## src/rtl/uart_port.sv

```systemverilog
// uart_port: byte-wide 8N1 UART with TX and RX FIFOs on the j1a I/O strobes.
// The RX head is shown ahead; the overrun and framing flags are sticky.
`timescale 1ns/1ps
module uart_port #(
  parameter logic [15:0] CLKS_PER_BIT = 16'd104,
  parameter int unsigned FIFO_LOG2    = 3
) (
  input  logic       clk,
  input  logic       resetq,
  input  logic       uart0_wr,
  input  logic [7:0] uart_w,
  input  logic       uart0_rd,
  output logic       uart0_valid,
  output logic [7:0] uart0_data,
  output logic       tx_full,
  output logic       tx_idle,
  output logic       rx_overrun,
  output logic       rx_frame_err,
  output logic       uart_tx,
  input  logic       uart_rx
);

  localparam int DEPTH = 1 << FIFO_LOG2;
  localparam int PW    = FIFO_LOG2 + 1;

  typedef enum logic [1:0] {
    S_IDLE,
    S_START,
    S_DATA,
    S_STOP
  } st_e;

  // TX side
  logic [7:0]    tx_mem_q [DEPTH];
  logic [PW-1:0] tx_wp_q, tx_wp_d;
  logic [PW-1:0] tx_rp_q, tx_rp_d;
  logic          tx_empty, tx_full_w;
  logic          tx_push, tx_pop;
  st_e           tx_st_q, tx_st_d;
  logic [15:0]   tx_cnt_q, tx_cnt_d;
  logic [2:0]    tx_bit_q, tx_bit_d;
  logic [7:0]    tx_sh_q, tx_sh_d;
  logic          tx_o_q, tx_o_d;

  // RX side
  logic          rx_s1_q, rx_s2_q;
  logic [7:0]    rx_mem_q [DEPTH];
  logic [PW-1:0] rx_wp_q, rx_wp_d;
  logic [PW-1:0] rx_rp_q, rx_rp_d;
  logic          rx_empty, rx_full;
  logic          rx_push, rx_wr, rx_pop;
  st_e           rx_st_q, rx_st_d;
  logic [15:0]   rx_cnt_q, rx_cnt_d;
  logic [2:0]    rx_bit_q, rx_bit_d;
  logic [7:0]    rx_sh_q, rx_sh_d;
  logic          rx_arm_q, rx_arm_d;
  logic          ovr_q, ovr_d;
  logic          ferr_q, ferr_d;
  logic          ferr_set;

  assign tx_empty  = (tx_wp_q == tx_rp_q);
  assign tx_full_w = (tx_wp_q[PW-1] != tx_rp_q[PW-1]) &&
                     (tx_wp_q[PW-2:0] == tx_rp_q[PW-2:0]);
  assign tx_push   = uart0_wr && !tx_full_w;
  assign tx_wp_d   = tx_wp_q + {{(PW-1){1'b0}}, tx_push};
  assign tx_rp_d   = tx_rp_q + {{(PW-1){1'b0}}, tx_pop};

  assign rx_empty = (rx_wp_q == rx_rp_q);
  assign rx_full  = (rx_wp_q[PW-1] != rx_rp_q[PW-1]) &&
                    (rx_wp_q[PW-2:0] == rx_rp_q[PW-2:0]);
  assign rx_pop   = uart0_rd && !rx_empty;
  // A pop in the same cycle frees the slot, so a full FIFO still accepts
  assign rx_wr    = rx_push && (!rx_full || rx_pop);
  assign rx_wp_d  = rx_wp_q + {{(PW-1){1'b0}}, rx_wr};
  assign rx_rp_d  = rx_rp_q + {{(PW-1){1'b0}}, rx_pop};

  // FIFO storage, no reset needed since empty FIFOs mask their contents
  always_ff @(posedge clk) begin
    if (tx_push) tx_mem_q[tx_wp_q[PW-2:0]] <= uart_w;
    if (rx_wr)   rx_mem_q[rx_wp_q[PW-2:0]] <= rx_sh_q;
  end

  // State registers for both directions
  always_ff @(posedge clk) begin
    if (!resetq) begin
      tx_wp_q  <= '0;
      tx_rp_q  <= '0;
      tx_st_q  <= S_IDLE;
      tx_cnt_q <= '0;
      tx_bit_q <= '0;
      tx_sh_q  <= '0;
      tx_o_q   <= 1'b1;
      rx_s1_q  <= 1'b1;
      rx_s2_q  <= 1'b1;
      rx_wp_q  <= '0;
      rx_rp_q  <= '0;
      rx_st_q  <= S_IDLE;
      rx_cnt_q <= '0;
      rx_bit_q <= '0;
      rx_sh_q  <= '0;
      rx_arm_q <= 1'b0;
      ovr_q    <= 1'b0;
      ferr_q   <= 1'b0;
    end else begin
      tx_wp_q  <= tx_wp_d;
      tx_rp_q  <= tx_rp_d;
      tx_st_q  <= tx_st_d;
      tx_cnt_q <= tx_cnt_d;
      tx_bit_q <= tx_bit_d;
      tx_sh_q  <= tx_sh_d;
      tx_o_q   <= tx_o_d;
      rx_s1_q  <= uart_rx;
      rx_s2_q  <= rx_s1_q;
      rx_wp_q  <= rx_wp_d;
      rx_rp_q  <= rx_rp_d;
      rx_st_q  <= rx_st_d;
      rx_cnt_q <= rx_cnt_d;
      rx_bit_q <= rx_bit_d;
      rx_sh_q  <= rx_sh_d;
      rx_arm_q <= rx_arm_d;
      ovr_q    <= ovr_d;
      ferr_q   <= ferr_d;
    end
  end

  // TX next state: line level is computed one cycle ahead so uart_tx is a flop
  always_comb begin
    tx_st_d  = tx_st_q;
    tx_cnt_d = tx_cnt_q;
    tx_bit_d = tx_bit_q;
    tx_sh_d  = tx_sh_q;
    tx_o_d   = tx_o_q;
    tx_pop   = 1'b0;
    unique case (tx_st_q)
      S_IDLE: begin
        tx_o_d = 1'b1;
        if (!tx_empty) begin
          tx_pop   = 1'b1;
          tx_sh_d  = tx_mem_q[tx_rp_q[PW-2:0]];
          tx_cnt_d = CLKS_PER_BIT - 16'd1;
          tx_o_d   = 1'b0;
          tx_st_d  = S_START;
        end
      end
      S_START: begin
        if (tx_cnt_q == 16'd0) begin
          tx_cnt_d = CLKS_PER_BIT - 16'd1;
          tx_bit_d = 3'd0;
          tx_o_d   = tx_sh_q[0];
          tx_st_d  = S_DATA;
        end else begin
          tx_cnt_d = tx_cnt_q - 16'd1;
        end
      end
      S_DATA: begin
        if (tx_cnt_q == 16'd0) begin
          tx_cnt_d = CLKS_PER_BIT - 16'd1;
          if (tx_bit_q == 3'd7) begin
            tx_o_d  = 1'b1;
            tx_st_d = S_STOP;
          end else begin
            tx_bit_d = tx_bit_q + 3'd1;
            tx_sh_d  = {1'b0, tx_sh_q[7:1]};
            tx_o_d   = tx_sh_q[1];
          end
        end else begin
          tx_cnt_d = tx_cnt_q - 16'd1;
        end
      end
      S_STOP: begin
        if (tx_cnt_q == 16'd0) begin
          tx_st_d = S_IDLE;
        end else begin
          tx_cnt_d = tx_cnt_q - 16'd1;
        end
      end
    endcase
  end

  // RX next state: re-arming needs a high line so a break yields one frame
  always_comb begin
    rx_st_d  = rx_st_q;
    rx_cnt_d = rx_cnt_q;
    rx_bit_d = rx_bit_q;
    rx_sh_d  = rx_sh_q;
    rx_arm_d = rx_arm_q;
    rx_push  = 1'b0;
    ferr_set = 1'b0;
    unique case (rx_st_q)
      S_IDLE: begin
        if (rx_s2_q) rx_arm_d = 1'b1;
        if (rx_arm_q && !rx_s2_q) begin
          rx_cnt_d = CLKS_PER_BIT >> 1;
          rx_st_d  = S_START;
        end
      end
      S_START: begin
        if (rx_cnt_q == 16'd0) begin
          if (!rx_s2_q) begin
            rx_cnt_d = CLKS_PER_BIT - 16'd1;
            rx_bit_d = 3'd0;
            rx_st_d  = S_DATA;
          end else begin
            rx_st_d = S_IDLE;
          end
        end else begin
          rx_cnt_d = rx_cnt_q - 16'd1;
        end
      end
      S_DATA: begin
        if (rx_cnt_q == 16'd0) begin
          rx_sh_d  = {rx_s2_q, rx_sh_q[7:1]};
          rx_cnt_d = CLKS_PER_BIT - 16'd1;
          if (rx_bit_q == 3'd7) begin
            rx_st_d = S_STOP;
          end else begin
            rx_bit_d = rx_bit_q + 3'd1;
          end
        end else begin
          rx_cnt_d = rx_cnt_q - 16'd1;
        end
      end
      S_STOP: begin
        if (rx_cnt_q == 16'd0) begin
          rx_st_d  = S_IDLE;
          rx_arm_d = rx_s2_q;
          if (rx_s2_q) rx_push = 1'b1;
          else         ferr_set = 1'b1;
        end else begin
          rx_cnt_d = rx_cnt_q - 16'd1;
        end
      end
    endcase
  end

  // Sticky flags: a read clears them, a new event in the same cycle wins
  always_comb begin
    ovr_d  = ovr_q;
    ferr_d = ferr_q;
    if (uart0_rd) begin
      ovr_d  = 1'b0;
      ferr_d = 1'b0;
    end
    if (rx_push && !rx_wr) ovr_d  = 1'b1;
    if (ferr_set)          ferr_d = 1'b1;
  end

  // Outputs, all derived from registered state
  always_comb begin
    tx_full      = tx_full_w;
    tx_idle      = tx_empty && (tx_st_q == S_IDLE);
    uart_tx      = tx_o_q;
    uart0_valid  = !rx_empty;
    uart0_data   = rx_empty ? 8'h00 : rx_mem_q[rx_rp_q[PW-2:0]];
    rx_overrun   = ovr_q;
    rx_frame_err = ferr_q;
  end

endmodule

```

## config.mk

```make
export PLATFORM = sky130hd
export DESIGN_NAME = uart_port
export DESIGN_NICKNAME = d
export VERILOG_FILES = /design/src/rtl/uart_port.sv
export SDC_FILE = /design/constraint.sdc
export NUM_CORES = 1
export LEC_CHECK = 0
export BUFFER_PORTS_ARGS = -buffer_cell sky130_fd_sc_hd__buf_4
export CELL_PAD_IN_SITES_DETAIL_PLACEMENT = 1
export CELL_PAD_IN_SITES_GLOBAL_PLACEMENT = 1
export CORE_MARGIN = 5
export CORE_UTILIZATION = 25
export CTS_CLUSTER_SIZE = 8
export DETAILED_ROUTE_END_ITERATION = 8
export PLACE_DENSITY = 0.42
export SYNTH_ARGS = -nofsm -noshare
export SYNTH_HDL_FRONTEND = slang
export SYNTH_SLANG_ARGS = --single-unit
```

## constraint.sdc

```tcl
create_clock -name clk -period 3.4 [get_ports clk]
set_input_delay 0.34 -clock clk [delete_from_list [all_inputs] [get_ports clk]]
set_output_delay 0.34 -clock clk [all_outputs]
set_load 0.1 [all_outputs]
```

==> impl_metrics.toml <==
[run_status]
status = "complete, no violations"

[clocking]
cts_tree = "built"
cts_made_buffers = 30
cts.sinks = 208
clk_latency_ns = 0.54
clk_path_buf_depth = 3
root_buffer = "clkbuf_16"
clk_pin_slew_ns = 0.05
htreeDepth = 1

[setup_path]
cpPeakStageDelay_ns = 0.49
path_cells = "xnor2_1 -> nor4b_1 -> buf_4 -> nand2_1 -> inv_1 -> buf_4"
cp_max_fo = 10
critPathKind = "reg -> out"
cp-end-kind = "output pin"
cpMostUsedCell = "buf_4"
startpoint_type = "register"
cp.arrival_ns = 2.65
path_buf_inv = 3
cp_slowest_cell = "dfxtp_1"
crit_required_ns = 3.06
cp_top_family = "buffers and inverters"

[placement]
place_inst = 1181
place_ws_ns = 0.710
gp_congestion = 0.725
io_buffers = 26
dp.final_hpwl_um = 14400

[floorplanning]
core_um2 = 35700
rows = 69
die_area_um2 = 40200
ioPinCount = 27
start_util_pct = 25.4
die-width_um = 200
die_height_um = 200

[yosys]
syn_inst = 700
syn_area_per_cell_um2 = 12.9
ys_types = 65
async_flop_share_pct = 0
synth-edff-count = 128
synth-seq-cells = 208
synth_flop_cell = "edfxtp_1"
synthesis.area_um2 = 9060
syn-num-nets = 736
yosysWarnings = 0
yosysSeqAreaShare_pct = 60.1

[timing]
tns_ns = 0
fmax_mhz = 334
setup_viol = 0
hold_viol = 0
setup_ws_ns = 0.406
worst_pin_slew_ns = 1.13
fin_skew_ns = 0.0123
layout_min_cycle_time_ns = 2.99
period_share_pct = 88.1
rsz0062_at_grt = "false"
slew_violations = 0
maxSlewHeadroom_pct = 24.6

[detailed_routing]
drt_first_pass_iters = 4
wl_um = 21300
drc_errors = 0
drt-initial-drc-count = 163
vias = 5686
viasPerCell = 4.60
wl_per_cell_um = 17.2
ant_nets = 0

[grt]
grtUsageTotal_pct = 10.5
use_met3_pct = 2.05
antenna_found_initial = 0
grt-ovfl-total = 0
use_met2_pct = 18.4
grt-busiest-layer = "met2"
grt_max_degree = 75
grtUsageMet1_pct = 13.1
grt_pass1_vias = 6355
grt_pass1_wl_um = 34800

[power_and_ir_drop]
p_leak_nw = 3.80
total_power_mw = 8.39
vdd_drop_max_mv = 0.497
powerDensity_nw_per_um2 = 780

[hold_path]
hold_path.class = "in -> reg"

[cells_and_area]
finalNetCount = 791
n_fill_cell = 3798
syn2layout_area_growth_pct = 18.6
post-route-util_pct = 30.2
final_common_cell = "edfxtp_1"
drive_gt1_share_pct = 18.8
layout_common_cells = "edfxtp_1 (128), dfxtp_1 (80), nor2_1 (58), nand2_1 (55), buf_4 (50)"
num_antenna_cells = 0
final_cells = 1237

[flow_run]
cap_violations = 0
-- worst paths after layout --
path,cells after the start,slack [ns],to,start
max,6,0.41,tx_idle,tx_wp_q[2]$_SDFF_PN0_
min,1,0.04,tx_mem_q[6][3]$_DFFE_PP_,uart_w[3]
max reg2reg,6,0.76,rx_mem_q[2][5]$_DFFE_PP_,rx_cnt_q[8]$_SDFFE_PN0P_
min reg2reg,1,0.44,rx_s2_q$_SDFF_PN1_,rx_s1_q$_SDFF_PN1_
-- layer usage --
metal / wire [µm] / up-vias
met5: 0 / -
met4: 578 / 0
met3: 771 / 38
met2: 10400 / 81
met1: 9520 / 2850
li1: - / 2717
-- sequential cells by signal, summed over array words and instances (netlist names), 3 cells and up, named ones only --
register,count
tx_rp_q,4
rx_rp_q,4
tx_bit_q,3
rx_bit_q,3
tx_mem_q,64
rx_sh_q,8
rx_cnt_q,16
tx_wp_q,4
rx_wp_q,4
tx_cnt_q,16
tx_sh_q,8
rx_mem_q,64
-- power by group --
group / switching, mW / total, mW / internal [mW]
logic: 1.62 / 2.60 / 0.980
clock network: 1.05 / 2.72 / 1.67
registers: 0.192 / 3.07 / 2.88
-- cell type report --
| cell class | instances | area, µm² | area share (%) |
|---|---|---|---|
| clock inverters | 1 | 6.26 | 0.0582 |
| repair buffers | 53 | 405 | 3.77 |
| inverters | 19 | 71.3 | 0.663 |
| flip-flops and latches | 208 | 5450 | 50.6 |
| clock buffers | 52 | 855 | 7.95 |
| well taps | 461 | 577 | 5.36 |
| multi-input cells | 443 | 3390 | 31.6 |
-- synth_stat cells, types with 2 or more instances --
cell type | n | area [µm²]
edfxtp_1 | 128 | 3840
dfxtp_1 | 80 | 1600
nor2_1 | 58 | 218
nand2_1 | 55 | 206
mux4_2 | 32 | 721
o21ai_0 | 27 | 135
a21oi_1 | 24 | 120
ha_1 | 23 | 288
and2_1 | 21 | 131
inv_1 | 19 | 71.3
nor3_1 | 18 | 90.1
mux2i_1 | 17 | 170
xnor2_1 | 17 | 149
xor2_1 | 16 | 140
clkbuf_1 | 15 | 56.3
nand3_1 | 12 | 60.1
nor2b_1 | 10 | 62.6
a21boi_0 | 9 | 67.6
a31o_2 | 7 | 61.3
and3_2 | 7 | 52.6
buf_2 | 7 | 35.0
nor4_1 | 7 | 43.8
nand2b_1 | 6 | 37.5
nor3b_1 | 6 | 45.0
a22oi_1 | 5 | 37.5
nand4_1 | 5 | 31.3
o211ai_1 | 5 | 37.5
a22o_1 | 4 | 35.0
and3_1 | 4 | 25.0
o221a_2 | 4 | 45.0
or4_1 | 4 | 30.0
buf_1 | 3 | 11.3
o21ai_1 | 3 | 15.0
a21o_1 | 2 | 15.0
a31oi_1 | 2 | 12.5
and3b_1 | 2 | 17.5
clkbuf_8 | 2 | 27.5
mux2_2 | 2 | 22.5
nor2_2 | 2 | 12.5
o31a_1 | 2 | 17.5
o31ai_1 | 2 | 15.0
or3_1 | 2 | 12.5
or4_4 | 2 | 22.5
-- through the flow --
| stage | area [µm²] | hold WS, ns |
|---|---|---|
| floorplan | 9070 | 0.386 |
| global placement | 9860 | 0.435 |
| detailed placement | 9860 | 0.433 |
| CTS | 10800 | 0.00413 |
| global route | 10800 | 0.0222 |
| finish | 10800 | 0.0407 |
-- worst register-to-register path, cell delays in order, from the launching register on --
cell and delay, ns:
dfxtp_1 0.35, nor4_1 0.40, nand3_1 0.34, nor2_2 0.21, o2111a_1 0.24, nor2b_1 0.28, and3b_1 0.47
-- what timing repair did --
action | CTS | global route
endpoints found under the hold margin | 3 | 0
buffers inserted | 0 | 0
gates resized for setup | 0 | 0
hold buffers | 3 | 0
-- kinds of logic (layout without fill, tap and decap cells) --
logic type / count (synthesis) / count (layout) / synth area share, %
AND/OR/NAND/NOR: 230 / 230 / 13.1
flip-flops: 208 / 208 / 60.1
AO/OA/AOI/OAI: 105 / 105 / 7.69
multiplexers: 52 / 52 / 10.2
buffers and inverters: 49 / 125 / 2.54
XOR/XNOR: 33 / 33 / 3.19
adder cells (fa/ha/maj): 23 / 23 / 3.17
Power figures use the tool's default switching activity.
